<file path="src/rtl/spi_rx_pkg.sv">
// Shared constants and state type for the SPI frame receiver and the
// downstream address decoder that consumes its words.
package spi_rx_pkg;

    localparam int FRAME_BITS_DEFAULT = 16;

    // Frame field layout, also used by the decoder.
    localparam int ADDR_MSB    = 15;
    localparam int ADDR_LSB    = 12;
    localparam int PAYLOAD_MSB = 7;

    typedef enum logic [1:0] {
        IDLE    = 2'd0,
        SHIFT   = 2'd1,
        WAIT_CS = 2'd2
    } rx_state_t;

endpackage

</file>
<file path="src/rtl/spi_frame_receiver_sync_edge.sv">
// Multi-flop synchronizer for one asynchronous pin, plus one further delayed
// flop so rising/falling edges of the synchronized level can be detected.
module sync_edge #(
    parameter int   SYNC_STAGES = 2,
    parameter logic RESET_VAL   = 1'b0
) (
    input  logic clk,
    input  logic rst,
    input  logic din,
    output logic level,
    output logic rise,
    output logic fall
);

    logic [SYNC_STAGES-1:0] stage_reg;
    logic                   delayed_reg;

    always_ff @(posedge clk) begin
        if (rst) begin
            stage_reg   <= {SYNC_STAGES{RESET_VAL}};
            delayed_reg <= RESET_VAL;
        end else begin
            stage_reg   <= {stage_reg[SYNC_STAGES-2:0], din};
            delayed_reg <= stage_reg[SYNC_STAGES-1];
        end
    end

    assign level = stage_reg[SYNC_STAGES-1];
    assign rise  = level & ~delayed_reg;
    assign fall  = ~level & delayed_reg;

endmodule

</file>
<file path="src/rtl/spi_frame_receiver.sv">
// SPI slave (CPOL=0, CPHA=0) that deserializes fixed-length frames into the
// clk domain and hands each word out through a one-entry valid/ready buffer.
module spi_frame_receiver
    import spi_rx_pkg::*;
#(
    parameter int FRAME_BITS  = FRAME_BITS_DEFAULT,
    parameter int SYNC_STAGES = 2
) (
    input  logic                  clk,
    input  logic                  rst,
    input  logic                  spi_sck,
    input  logic                  spi_cs_n,
    input  logic                  spi_mosi,
    output logic [FRAME_BITS-1:0] frame_data,
    output logic                  frame_valid,
    input  logic                  frame_ready,
    output logic                  frame_err,
    output logic                  overrun,
    input  logic                  overrun_clr,
    output logic                  busy
);

    localparam int CNT_W = $clog2(FRAME_BITS);
    localparam logic [CNT_W-1:0] LAST_BIT = CNT_W'(FRAME_BITS - 1);

    logic sck_level_unused, sck_rise, sck_fall_unused;
    logic cs_level, cs_rise, cs_fall;
    logic mosi_level, mosi_rise_unused, mosi_fall_unused;

    sync_edge #(.SYNC_STAGES(SYNC_STAGES), .RESET_VAL(1'b0)) u_sck (
        .clk(clk), .rst(rst), .din(spi_sck),
        .level(sck_level_unused), .rise(sck_rise), .fall(sck_fall_unused)
    );

    sync_edge #(.SYNC_STAGES(SYNC_STAGES), .RESET_VAL(1'b1)) u_cs (
        .clk(clk), .rst(rst), .din(spi_cs_n),
        .level(cs_level), .rise(cs_rise), .fall(cs_fall)
    );

    sync_edge #(.SYNC_STAGES(SYNC_STAGES), .RESET_VAL(1'b0)) u_mosi (
        .clk(clk), .rst(rst), .din(spi_mosi),
        .level(mosi_level), .rise(mosi_rise_unused), .fall(mosi_fall_unused)
    );

    rx_state_t              state_reg, state_next;
    logic [CNT_W-1:0]       bit_cnt_reg;
    logic [FRAME_BITS-1:0]  shift_reg;
    logic                   long_frame_reg;
    logic [SYNC_STAGES:0]   settle_reg;
    logic                   armed_reg;
    logic [FRAME_BITS-1:0]  data_reg;
    logic                   valid_reg;
    logic                   err_reg;
    logic                   overrun_reg;

    logic                   start, shift_en, word_done, err_next;
    logic                   long_set, long_clr, overrun_set;
    logic [FRAME_BITS-1:0]  done_word;

    assign done_word   = {shift_reg[FRAME_BITS-2:0], mosi_level};
    assign overrun_set = word_done & valid_reg & ~frame_ready;

    always_ff @(posedge clk) begin
        if (rst) state_reg <= IDLE;
        else     state_reg <= state_next;
    end

    always_comb begin
        state_next = state_reg;
        start      = 1'b0;
        shift_en   = 1'b0;
        word_done  = 1'b0;
        err_next   = 1'b0;
        long_set   = 1'b0;
        long_clr   = 1'b0;
        case (state_reg)
            IDLE: begin
                // Only a genuine falling edge seen after cs_n was high starts a frame.
                if (cs_fall && armed_reg) begin
                    start      = 1'b1;
                    state_next = SHIFT;
                end
            end
            SHIFT: begin
                if (cs_rise) begin
                    err_next   = (bit_cnt_reg != '0);
                    state_next = IDLE;
                end else if (sck_rise) begin
                    shift_en = 1'b1;
                    if (bit_cnt_reg == LAST_BIT) begin
                        word_done  = 1'b1;
                        state_next = WAIT_CS;
                    end
                end
            end
            WAIT_CS: begin
                if (cs_rise) begin
                    err_next   = long_frame_reg;
                    long_clr   = 1'b1;
                    state_next = IDLE;
                end else if (sck_rise) begin
                    long_set = 1'b1;
                end
            end
            default: state_next = IDLE;
        endcase
    end

    always_ff @(posedge clk) begin
        if (rst) begin
            bit_cnt_reg    <= '0;
            shift_reg      <= '0;
            long_frame_reg <= 1'b0;
            settle_reg     <= '0;
            armed_reg      <= 1'b0;
            data_reg       <= '0;
            valid_reg      <= 1'b0;
            err_reg        <= 1'b0;
            overrun_reg    <= 1'b0;
        end else begin
            err_reg    <= err_next;
            // The synchronizer holds reset levels until refilled with real pin samples.
            settle_reg <= {settle_reg[SYNC_STAGES-1:0], 1'b1};
            if (settle_reg[SYNC_STAGES] && cs_level) armed_reg <= 1'b1;

            if (start) begin
                bit_cnt_reg <= '0;
                shift_reg   <= '0;
            end else if (shift_en) begin
                bit_cnt_reg <= bit_cnt_reg + 1'b1;
                shift_reg   <= done_word;
            end

            if (long_clr)      long_frame_reg <= 1'b0;
            else if (long_set) long_frame_reg <= 1'b1;

            if (word_done) begin
                if (!valid_reg || frame_ready) begin
                    data_reg  <= done_word;
                    valid_reg <= 1'b1;
                end
            end else if (valid_reg && frame_ready) begin
                valid_reg <= 1'b0;
            end

            if (overrun_set)      overrun_reg <= 1'b1;
            else if (overrun_clr) overrun_reg <= 1'b0;
        end
    end

    assign frame_data  = data_reg;
    assign frame_valid = valid_reg;
    assign frame_err   = err_reg;
    assign overrun     = overrun_reg;
    assign busy        = (state_reg != IDLE);

endmodule

</file>
<file path="config.mk">
export PLATFORM = sky130hd
export DESIGN_NAME = spi_frame_receiver
export DESIGN_NICKNAME = d
export VERILOG_FILES = /design/src/rtl/spi_rx_pkg.sv /design/src/rtl/spi_frame_receiver_sync_edge.sv /design/src/rtl/spi_frame_receiver.sv
export SDC_FILE = /design/constraint.sdc
export NUM_CORES = 1
export LEC_CHECK = 0
export ABC_CLOCK_PERIOD_IN_PS = 2000
export BUFFER_PORTS_ARGS = -buffer_cell sky130_fd_sc_hd__buf_2
export CORE_ASPECT_RATIO = 1.75
export CORE_MARGIN = 4
export CORE_UTILIZATION = 56
export CTS_CLUSTER_DIAMETER = 30
export DETAILED_ROUTE_END_ITERATION = 8
export PLACE_DENSITY_LB_ADDON = 0.05
export SLEW_MARGIN = 10
export SYNTH_ARGS = -nofsm -noshare
export SYNTH_HDL_FRONTEND = slang
export SYNTH_HIERARCHICAL = 1
export SYNTH_SLANG_ARGS = --single-unit
</file>
<file path="constraint.sdc">
create_clock -name clk -period 2 [get_ports clk]
set_clock_uncertainty 0.2 [all_clocks]
set_input_delay 0.3 -clock clk [delete_from_list [all_inputs] [get_ports clk]]
set_output_delay 0.3 -clock clk [all_outputs]
set_load 0.02 [all_outputs]
</file>
==> results.py <==
metrics = {
    "status": {
        "status": "finished clean",
    },
    "global_routing": {
        "grt_pass1_vias": 1402,
        "grt_max_degree": 23,
        "grt_pass1_wl_mm": 6.00,
        "track_usage_pct": 17.2,
        "antenna_found_initial": 0,
        "grt_overflow": 0,
    },
    "route": {
        "drtAntennaViolNets": 0,
        "drt_iter0_drc": 18,
        "vias": 1502,
        "dr.pass1.iters": 4,
        "via_per_inst": 5.01,
        "drc": 0,
        "finalWirelength_mm": 3.50,
        "wl_per_cell_um": 11.7,
    },
    "pwr": {
        "p_int_w": 0.00147,
        "design_power_total_w": 0.00197,
        "irDropWorstVdd_uv": 612,
        "leakage_nw": 0.927,
        "pwr-share-seq_pct": 55.9,
        "p_sw_share_pct": 25.4,
        "pwr-share-clk_pct": 31.5,
        "netSwitchingPower_w": 0.000500,
        "cellPowerDensity_mw_per_mm2": 842,
        "pwr-share-comb_pct": 12.6,
    },
    "timing": {
        "finalMaxSlewViolations": 0,
        "slew_headroom_pct": 57.3,
        "setup_violations": 0,
        "fin_setup_tns_ps": 0,
        "rsz0062_at_grt": "no",
        "finalHoldViolations": 0,
        "max_freq_mhz": 532,
        "fin_crit_ps": 1880,
        "post-route-period-util_pct": 94.1,
        "worstMarginPinSlew_ps": 641,
    },
    "placed_design": {
        "hpwl_mm": 2.43,
        "place_area_sq_mm": 0.00221,
        "place.gp.congestion": 0.733,
        "portBuffers": 26,
    },
    "synthesis": {
        "syn_inst": 225,
        "yosysWarnings": 6,
        "avgSynthCellArea_sq_um": 9.13,
        "synth_area_sq_mm": 0.00205,
        "syn_nets": 238,
    },
    "setup_path": {
        "path_max_fanout": 16,
        "crit_path_start_kind": "flop",
        "required_ps": 2030,
        "end_kind": "flop",
        "crit_type": "reg2reg",
        "worstPathArrival_ps": 1910,
    },
    "floorplanning": {
        "die_x_um": 53.8,
        "die_area_sq_mm": 0.00474,
        "coreArea_sq_mm": 0.00347,
        "ios": 27,
        "start_util_pct": 59.2,
        "die_h_um": 88.1,
        "num_rows": 28,
    },
    "cells_and_area": {
        "diodes": 0,
        "largest_register_ff_count": 16,
        "design_area_sq_mm": 0.00234,
        "drive_gt1_share_pct": 16.9,
        "syn_to_final_growth_pct": 13.8,
        "layout.nets": 267,
    },
    "cts": {
        "cts_sinks": 53,
        "clk_pin_slew_ps": 90,
        "insertion_delay_ps": 300,
        "tritoncts": "yes",
        "numCtsBuffers": 5,
        "htree_levels": 2,
        "cts_max_path_buffers": 2,
        "post_cts_buffers": 0,
        "ctsHoldBuffers": 3,
        "cts_resized": 0,
        "cts_root_buf": "clkbuf_8",
    },
    "hold_path": {
        "hp-class": "in2reg",
    },
    "flow_run": {
        "drv_cap": 0,
    },
}
layout make-up:
class,instances,area (sq um)
repair buffers,33,203
fillers,310,1130
clock inverters,2,13.8
flip-flops and latches,53,1060
inverters,9,33.8
well taps,45,56.3
multi-input cells,152,886
clock buffers,6,82.6
path summary, 6_finish.rpt:
check / from / end / slack (ps) / depth (start not counted)
min reg2reg: u_cs/stage_reg[0]$_SDFF_PP1_ / u_cs/stage_reg[1]$_SDFF_PP1_ / 230 / 1
max: u_sck/stage_reg[1]$_SDFF_PP0_ / frame_data[12]$_SDFFE_PP0P_ / 120 / 5
min: overrun_clr / overrun$_SDFFE_PP0P_ / 80 / 4
max reg2reg: u_sck/stage_reg[1]$_SDFF_PP0_ / frame_data[12]$_SDFFE_PP0P_ / 120 / 5
metrics by stage:
step                      instances  hold slack [ps]  utilization [%]  setup WS, ps
after floorplan                 225              172                -           393
after CTS                       300             75.3             67.4           107
after global routing            300             74.8             67.4          20.3
final                           300             80.0             67.4           119
after global placement          289              207             63.7           210
after detailed placement        289              200             63.7           137
power by group through the flow:
stage                     sequential (W)  combinational [W]  clock, W
after CTS                        0.00110           0.000252  0.000640
final                            0.00110           0.000247  0.000620
after global placement           0.00112           0.000245         0
after global routing             0.00110           0.000285  0.000687
after detailed placement         0.00112           0.000245         0
after floorplan                  0.00112           0.000187         0
metal layers:
metal / track usage [%] / up-vias / routed length (um)
met5: 0 / - / 0
met4: 8.84 / 0 / 76
met3: 4.09 / 7 / 133
met2: 30.1 / 21 / 1860
met1: 18.2 / 686 / 1440
li1: - / 788 / -
critical path, cell delays in order (launching register included):
cell and delay (ps):
dfxtp_1 330, nor2b_1 330, nand3b_4 210, nor3b_2 320, buf_12 210, mux2i_1 210
placed cells by master, fill, tap and decap left out, types with 2 or more instances in the layout:
cell type,instances
clkbuf_8,6
a21oi_1,22
nor2b_1,11
dfxtp_1,53
ha_1,6
nand2_1,70
dlygate4sd3_1,3
nor2_1,3
buf_2,26
inv_1,8
o21ai_0,2
or3_1,2
buf_4,3
or2_1,3
mux2i_1,17
Power figures use the tool's default switching activity.
